===== src/rtl/conv_coef_ctrl.sv =====
// Coefficient controller for the 5x5 convolution filter: shadow bank written from the
// control port, copied to the active bank on the first rising rx_vs after a commit.
module conv_coef_ctrl #(
  parameter int COEF_W  = 8,
  parameter int NTAPS   = 25,
  parameter int SHIFT_W = 4,
  parameter int SUM_W   = 13
) (
  input  logic                      clk,
  input  logic                      rst,
  input  logic                      cfg_valid,
  output logic                      cfg_ready,
  input  logic [4:0]                cfg_addr,
  input  logic [COEF_W-1:0]         cfg_data,
  input  logic                      cfg_commit,
  input  logic                      rx_vs,
  output logic [NTAPS*COEF_W-1:0]   coef_bus,
  output logic [SHIFT_W-1:0]        shift_out,
  output logic [SUM_W-1:0]          coef_sum,
  output logic                      pending,
  output logic                      swap_done,
  output logic                      cfg_err
);

  localparam int          ID_TAP     = NTAPS / 2;
  localparam logic [4:0]  SHIFT_ADDR = 5'(NTAPS);

  typedef enum logic {IDLE, PENDING} state_t;

  state_t              state;
  logic [COEF_W-1:0]   shadow_reg [NTAPS];
  logic [COEF_W-1:0]   active_reg [NTAPS];
  logic [SHIFT_W-1:0]  shadow_shift_reg;
  logic                vs_d;

  logic                vs_rise;
  logic                wr_accept;
  logic                wr_tap;
  logic                wr_shift;
  logic                wr_bad;
  logic [COEF_W-1:0]   old_tap;
  logic [SUM_W-1:0]    old_ext;
  logic [SUM_W-1:0]    new_ext;

  assign cfg_ready = (state == IDLE);
  assign vs_rise   = rx_vs & ~vs_d;
  assign wr_accept = cfg_valid & cfg_ready;
  assign wr_tap    = wr_accept && (cfg_addr < SHIFT_ADDR);
  assign wr_shift  = wr_accept && (cfg_addr == SHIFT_ADDR);
  assign wr_bad    = wr_accept && (cfg_addr > SHIFT_ADDR);

  always_comb begin
    old_tap = '0;
    if (cfg_addr < SHIFT_ADDR) old_tap = shadow_reg[cfg_addr];
  end

  // Incremental sum update: the full range of 25 signed taps fits SUM_W exactly.
  assign old_ext = {{(SUM_W-COEF_W){old_tap[COEF_W-1]}}, old_tap};
  assign new_ext = {{(SUM_W-COEF_W){cfg_data[COEF_W-1]}}, cfg_data};

  always_ff @(posedge clk) begin
    if (rst) begin
      for (int i = 0; i < NTAPS; i++) begin
        shadow_reg[i] <= (i == ID_TAP) ? COEF_W'(1) : '0;
        active_reg[i] <= (i == ID_TAP) ? COEF_W'(1) : '0;
      end
      shadow_shift_reg <= '0;
      shift_out        <= '0;
      coef_sum         <= SUM_W'(1);
      pending          <= 1'b0;
      swap_done        <= 1'b0;
      cfg_err          <= 1'b0;
      state            <= IDLE;
      vs_d             <= 1'b0;
    end else begin
      vs_d      <= rx_vs;
      swap_done <= 1'b0;
      cfg_err   <= 1'b0;
      if (state == IDLE) begin
        if (wr_tap) begin
          shadow_reg[cfg_addr] <= cfg_data;
          coef_sum             <= coef_sum - old_ext + new_ext;
        end
        if (wr_shift) shadow_shift_reg <= cfg_data[SHIFT_W-1:0];
        if (wr_bad) cfg_err <= 1'b1;
        // A frame edge seen while idle is deliberately not a swap trigger.
        if (cfg_commit) begin
          state   <= PENDING;
          pending <= 1'b1;
        end
      end else if (vs_rise) begin
        for (int i = 0; i < NTAPS; i++) active_reg[i] <= shadow_reg[i];
        shift_out <= shadow_shift_reg;
        swap_done <= 1'b1;
        pending   <= 1'b0;
        state     <= IDLE;
      end
    end
  end

  for (genvar gi = 0; gi < NTAPS; gi++) begin : g_bus
    assign coef_bus[gi*COEF_W +: COEF_W] = active_reg[gi];
  end

endmodule


===== config.mk =====
export PLATFORM = sky130hd
export DESIGN_NAME = conv_coef_ctrl
export DESIGN_NICKNAME = d
export VERILOG_FILES = /design/src/rtl/conv_coef_ctrl.sv
export SDC_FILE = /design/constraint.sdc
export NUM_CORES = 1
export LEC_CHECK = 0
export ABC_CLOCK_PERIOD_IN_PS = 12800
export CAP_MARGIN = 5
export CORE_MARGIN = 2
export CORE_UTILIZATION = 55
export CTS_CLUSTER_DIAMETER = 120
export DETAILED_ROUTE_END_ITERATION = 16
export GPL_ROUTABILITY_DRIVEN = 0
export HOLD_SLACK_MARGIN = 0.03
export PLACE_DENSITY = 0.85
export SLEW_MARGIN = 20
export SYNTH_ARGS = -nofsm -noshare
export SYNTH_HDL_FRONTEND = slang
export SYNTH_SLANG_ARGS = --single-unit

===== constraint.sdc =====
create_clock -name clk -period 12.8 [get_ports clk]
set_input_delay 1.28 -clock clk [delete_from_list [all_inputs] [get_ports clk]]
set_output_delay 1.28 -clock clk [all_outputs]
set_load 0.02 [all_outputs]

==> flow_metrics.env <==
export IMPL_status="finished clean"
export IMPL_worstPathRequired_ns=13.21
export IMPL_rsz0062_at_grt="false"
export IMPL_cts_tree="done"
export IMPL_num_vias=12500
export IMPL_area_growth_pct=21.8
export IMPL_synth_distinct_cells=59
export IMPL_viasPerCell=5.98
export IMPL_ant_nets=0
export IMPL_final_hold_viol_count=0
export IMPL_synth_compound_area_share_pct=2.69
export IMPL_ys_warn_count=0
export IMPL_drtPass1Iterations=6
export IMPL_p_switching_uw=943
export IMPL_critPathLaunchType="input pin"
export IMPL_die_w_um=195
export IMPL_wirelength_mm=49.8
export IMPL_synthSimpleGateAreaFrac_pct=14.0
export IMPL_postCtsSetupRepairBufs=0
export IMPL_die_area_um2=38200
export IMPL_io_pins=239
export IMPL_track_usage_pct=26.2
export IMPL_cts_hold_buf=0
export IMPL_switching_share_pct=25.2
export IMPL_dp_hpwl_mm=33.2
export IMPL_synth_top_family_by_area="simple AND/OR/NAND/NOR gates"
export IMPL_clock_skew_ns=0.0210
export IMPL_crit_family="buffers and inverters"
export IMPL_initial_core_util_pct=55.4
export IMPL_nets=1640
export IMPL_dp_cells=2016
export IMPL_synth_seq_cells=470
export IMPL_setup_viol=0
export IMPL_period_share_pct=45.9
export IMPL_core_um2=36300
export IMPL_cts_made_buffers=46
export IMPL_max_slew_margin_pct=22.5
export IMPL_power_internal_mw=2.80
export IMPL_slowest_stage="buf_4"
export IMPL_path_clk_slew_ns=0.06
export IMPL_seqPwrFrac_pct=48.7
export IMPL_endpoint_kind="flop"
export IMPL_path_buf_inv=4
export IMPL_grt_pass1_wl_mm=74.7
export IMPL_slew_viol_final=0
export IMPL_insertion_delay_ns=0.56
export IMPL_drc=0
export IMPL_synthCells=1346
export IMPL_cts_root_buffer="clkbuf_16"
export IMPL_vdd_ir_drop_max_mv=0.114
export IMPL_stdcell_count=2097
export IMPL_die_h_um=195
export IMPL_grt_overflow=0
export IMPL_ys_async_sr_fraction_pct=0
export IMPL_worstPathMaxFanout=52
export IMPL_dr_first_iter_drc_count=1511
export IMPL_portBuffers=238
export IMPL_antenna_found_initial=1
export IMPL_synthMuxAreaShare_pct=9.36
export IMPL_cp_cell_sequence="buf_4 > buf_4 > mux4_1 > mux4_2 > inv_1 > o21ai_1 > fa_1 > inv_1 > ha_1 > nor2b_1 > o31a_1 > o22ai_1 > o21ai_0 > or4b_1 > o311ai_0"
export IMPL_drive_gt1_share_pct=11.2
export IMPL_setup_worst_path_class="input pin to flop"
export IMPL_syn_avg_cell_area_um2=15.0
export IMPL_netlist_area_um2=20100
export IMPL_synthXorXnorAreaFrac_pct=0.261
export IMPL_synth_sequential_area_ratio_pct=68.4
export IMPL_final_setup_tns_ns=0
export IMPL_max_stage_delay_ns=0.80
export IMPL_grt_start_max_net_pins=150
export IMPL_p_leak_nw=8.67
export IMPL_finalInstanceArea_um2=24500
export IMPL_fmax_mhz=170
export IMPL_clkPwrFrac_pct=36.1
export IMPL_cts_max_level=2
export IMPL_cp_arrival_ns=6.28
export IMPL_hold_class="flop to flop"
export IMPL_clk_path_buf_depth=3
export IMPL_synth_fa_ha_area_share_pct=2.06
export IMPL_synth_edf_count=436
export IMPL_grt_pass1_vias=12300
export IMPL_largest_reg_flops=244
export IMPL_cts_sinks=470
export IMPL_finalPower_mw=3.74
export IMPL_synth_flop_cell="edfxtp_1"
export IMPL_drv_cap=0
export IMPL_post_dp_cell_area_um2=23000
export IMPL_routedWlPerCell_um=23.7
export IMPL_rows=70
export IMPL_combPwrFrac_pct=15.2
export IMPL_powerDensity_nw_per_um2=153
export IMPL_tightest_slew_ns=1.16
export IMPL_cts_resized=0
export IMPL_period_needed_ns=5.87
## worst register-to-register path: cells and delay by family, from the launching register on
kind,cells,cell delay (ns)
buffers and inverters,1,0.04
adders and majority gates,2,0.81
and+or+nand+nor,3,0.81
DFF,1,0.49
AOI/OAI and AO/OA,5,1.09
muxes,2,1.01
## routing by layer
metal  vias to the layer above  routed length (um)  global-route usage, %
li1                       5444                   -                      -
met1                      6136               18500                   35.2
met2                       819               23600                   41.3
met3                       133                5640                   6.60
met4                         0                2020                   10.8
met5                         -                   0                      0
## metrics by stage
stage	setup slack (ns)	utilization [%]	hold slack (ns)
floorplan	6.42	-	0.449
global placement	6.70	63.3	0.451
detailed placement	6.42	63.3	0.462
CTS	6.99	67.4	0.484
global route	6.68	67.5	0.513
finish	6.93	67.5	0.482
## synth_stat cells (6+ instances only)
library cell	n	area share [%]
edfxtp_1	436	65
and2_1	178	5.5
nor3_1	164	4.1
clkbuf_1	82	1.5
nor2b_1	61	1.9
mux4_2	59	6.6
nor2_1	52	0.97
inv_1	38	0.71
o21ai_0	37	0.92
dfxtp_1	34	3.4
nand2_1	26	0.48
ha_1	14	0.87
mux2i_1	14	0.70
a21oi_1	12	0.30
fa_1	12	1.2
mux4_1	11	1.4
buf_1	9	0.17
mux2_2	9	0.50
a211oi_1	8	0.30
buf_4	8	0.30
buf_2	7	0.17
nand3_1	7	0.17
a22o_1	6	0.26
clkinv_1	6	0.11
## path summary, 6_finish.rpt
path	endpoint	slack (ns)	startpoint	depth (start not counted)
worst min register to register	shift_out[1]	0.48	shift_out[1]	1
worst max register to register	coef_sum[8]	8.40	shadow_reg[14][2]	13
worst max-delay path	coef_sum[8]	6.93	cfg_addr[0]	15
worst min-delay path	shift_out[1]	0.48	shift_out[1]	1
## cell usage in the layout (no fill, tap or decap), types with 12 or more instances in the layout
cell             count
edfxtp_1           436
clkdlybuf4s50_1    235
and2_1             178
nor3_1             164
nor2b_1             61
mux4_2              59
nor2_1              52
clkbuf_16           47
conb_1              44
inv_1               37
dfxtp_1             34
buf_4               32
o21ai_0             27
nand2_1             26
mux2i_1             14
ha_1                14
a21oi_1             12
fa_1                12
## cell families after synthesis
group | Yosys count
AND/OR/NAND/NOR | 508
flip-flops | 470
buffers and inverters | 156
multiplexers | 94
AO/OA/AOI/OAI | 85
adder cells (fa/ha/maj) | 26
XOR/XNOR | 6
other | 1
## area by class of cell
cell class / instances / area, um^2
flip-flops and latches: 470 / 13800
fillers: 2340 / 11800
multi-input cells: 763 / 5880
repair buffers: 269 / 2610
clock buffers: 57 / 1220
well taps: 468 / 586
clock inverters: 23 / 269
inverters: 46 / 180
diodes: 1 / 2.50
## power by group through the flow
| stage | combinational [mW] | clock, mW | sequential, mW |
|---|---|---|---|
| floorplan | 0.295 | 0 | 1.90 |
| global placement | 0.532 | 0 | 1.85 |
| detailed placement | 0.555 | 0 | 1.86 |
| CTS | 0.559 | 1.36 | 1.82 |
| global route | 0.607 | 1.42 | 1.83 |
| finish | 0.568 | 1.35 | 1.82 |
(Power assumes the default switching activity.)
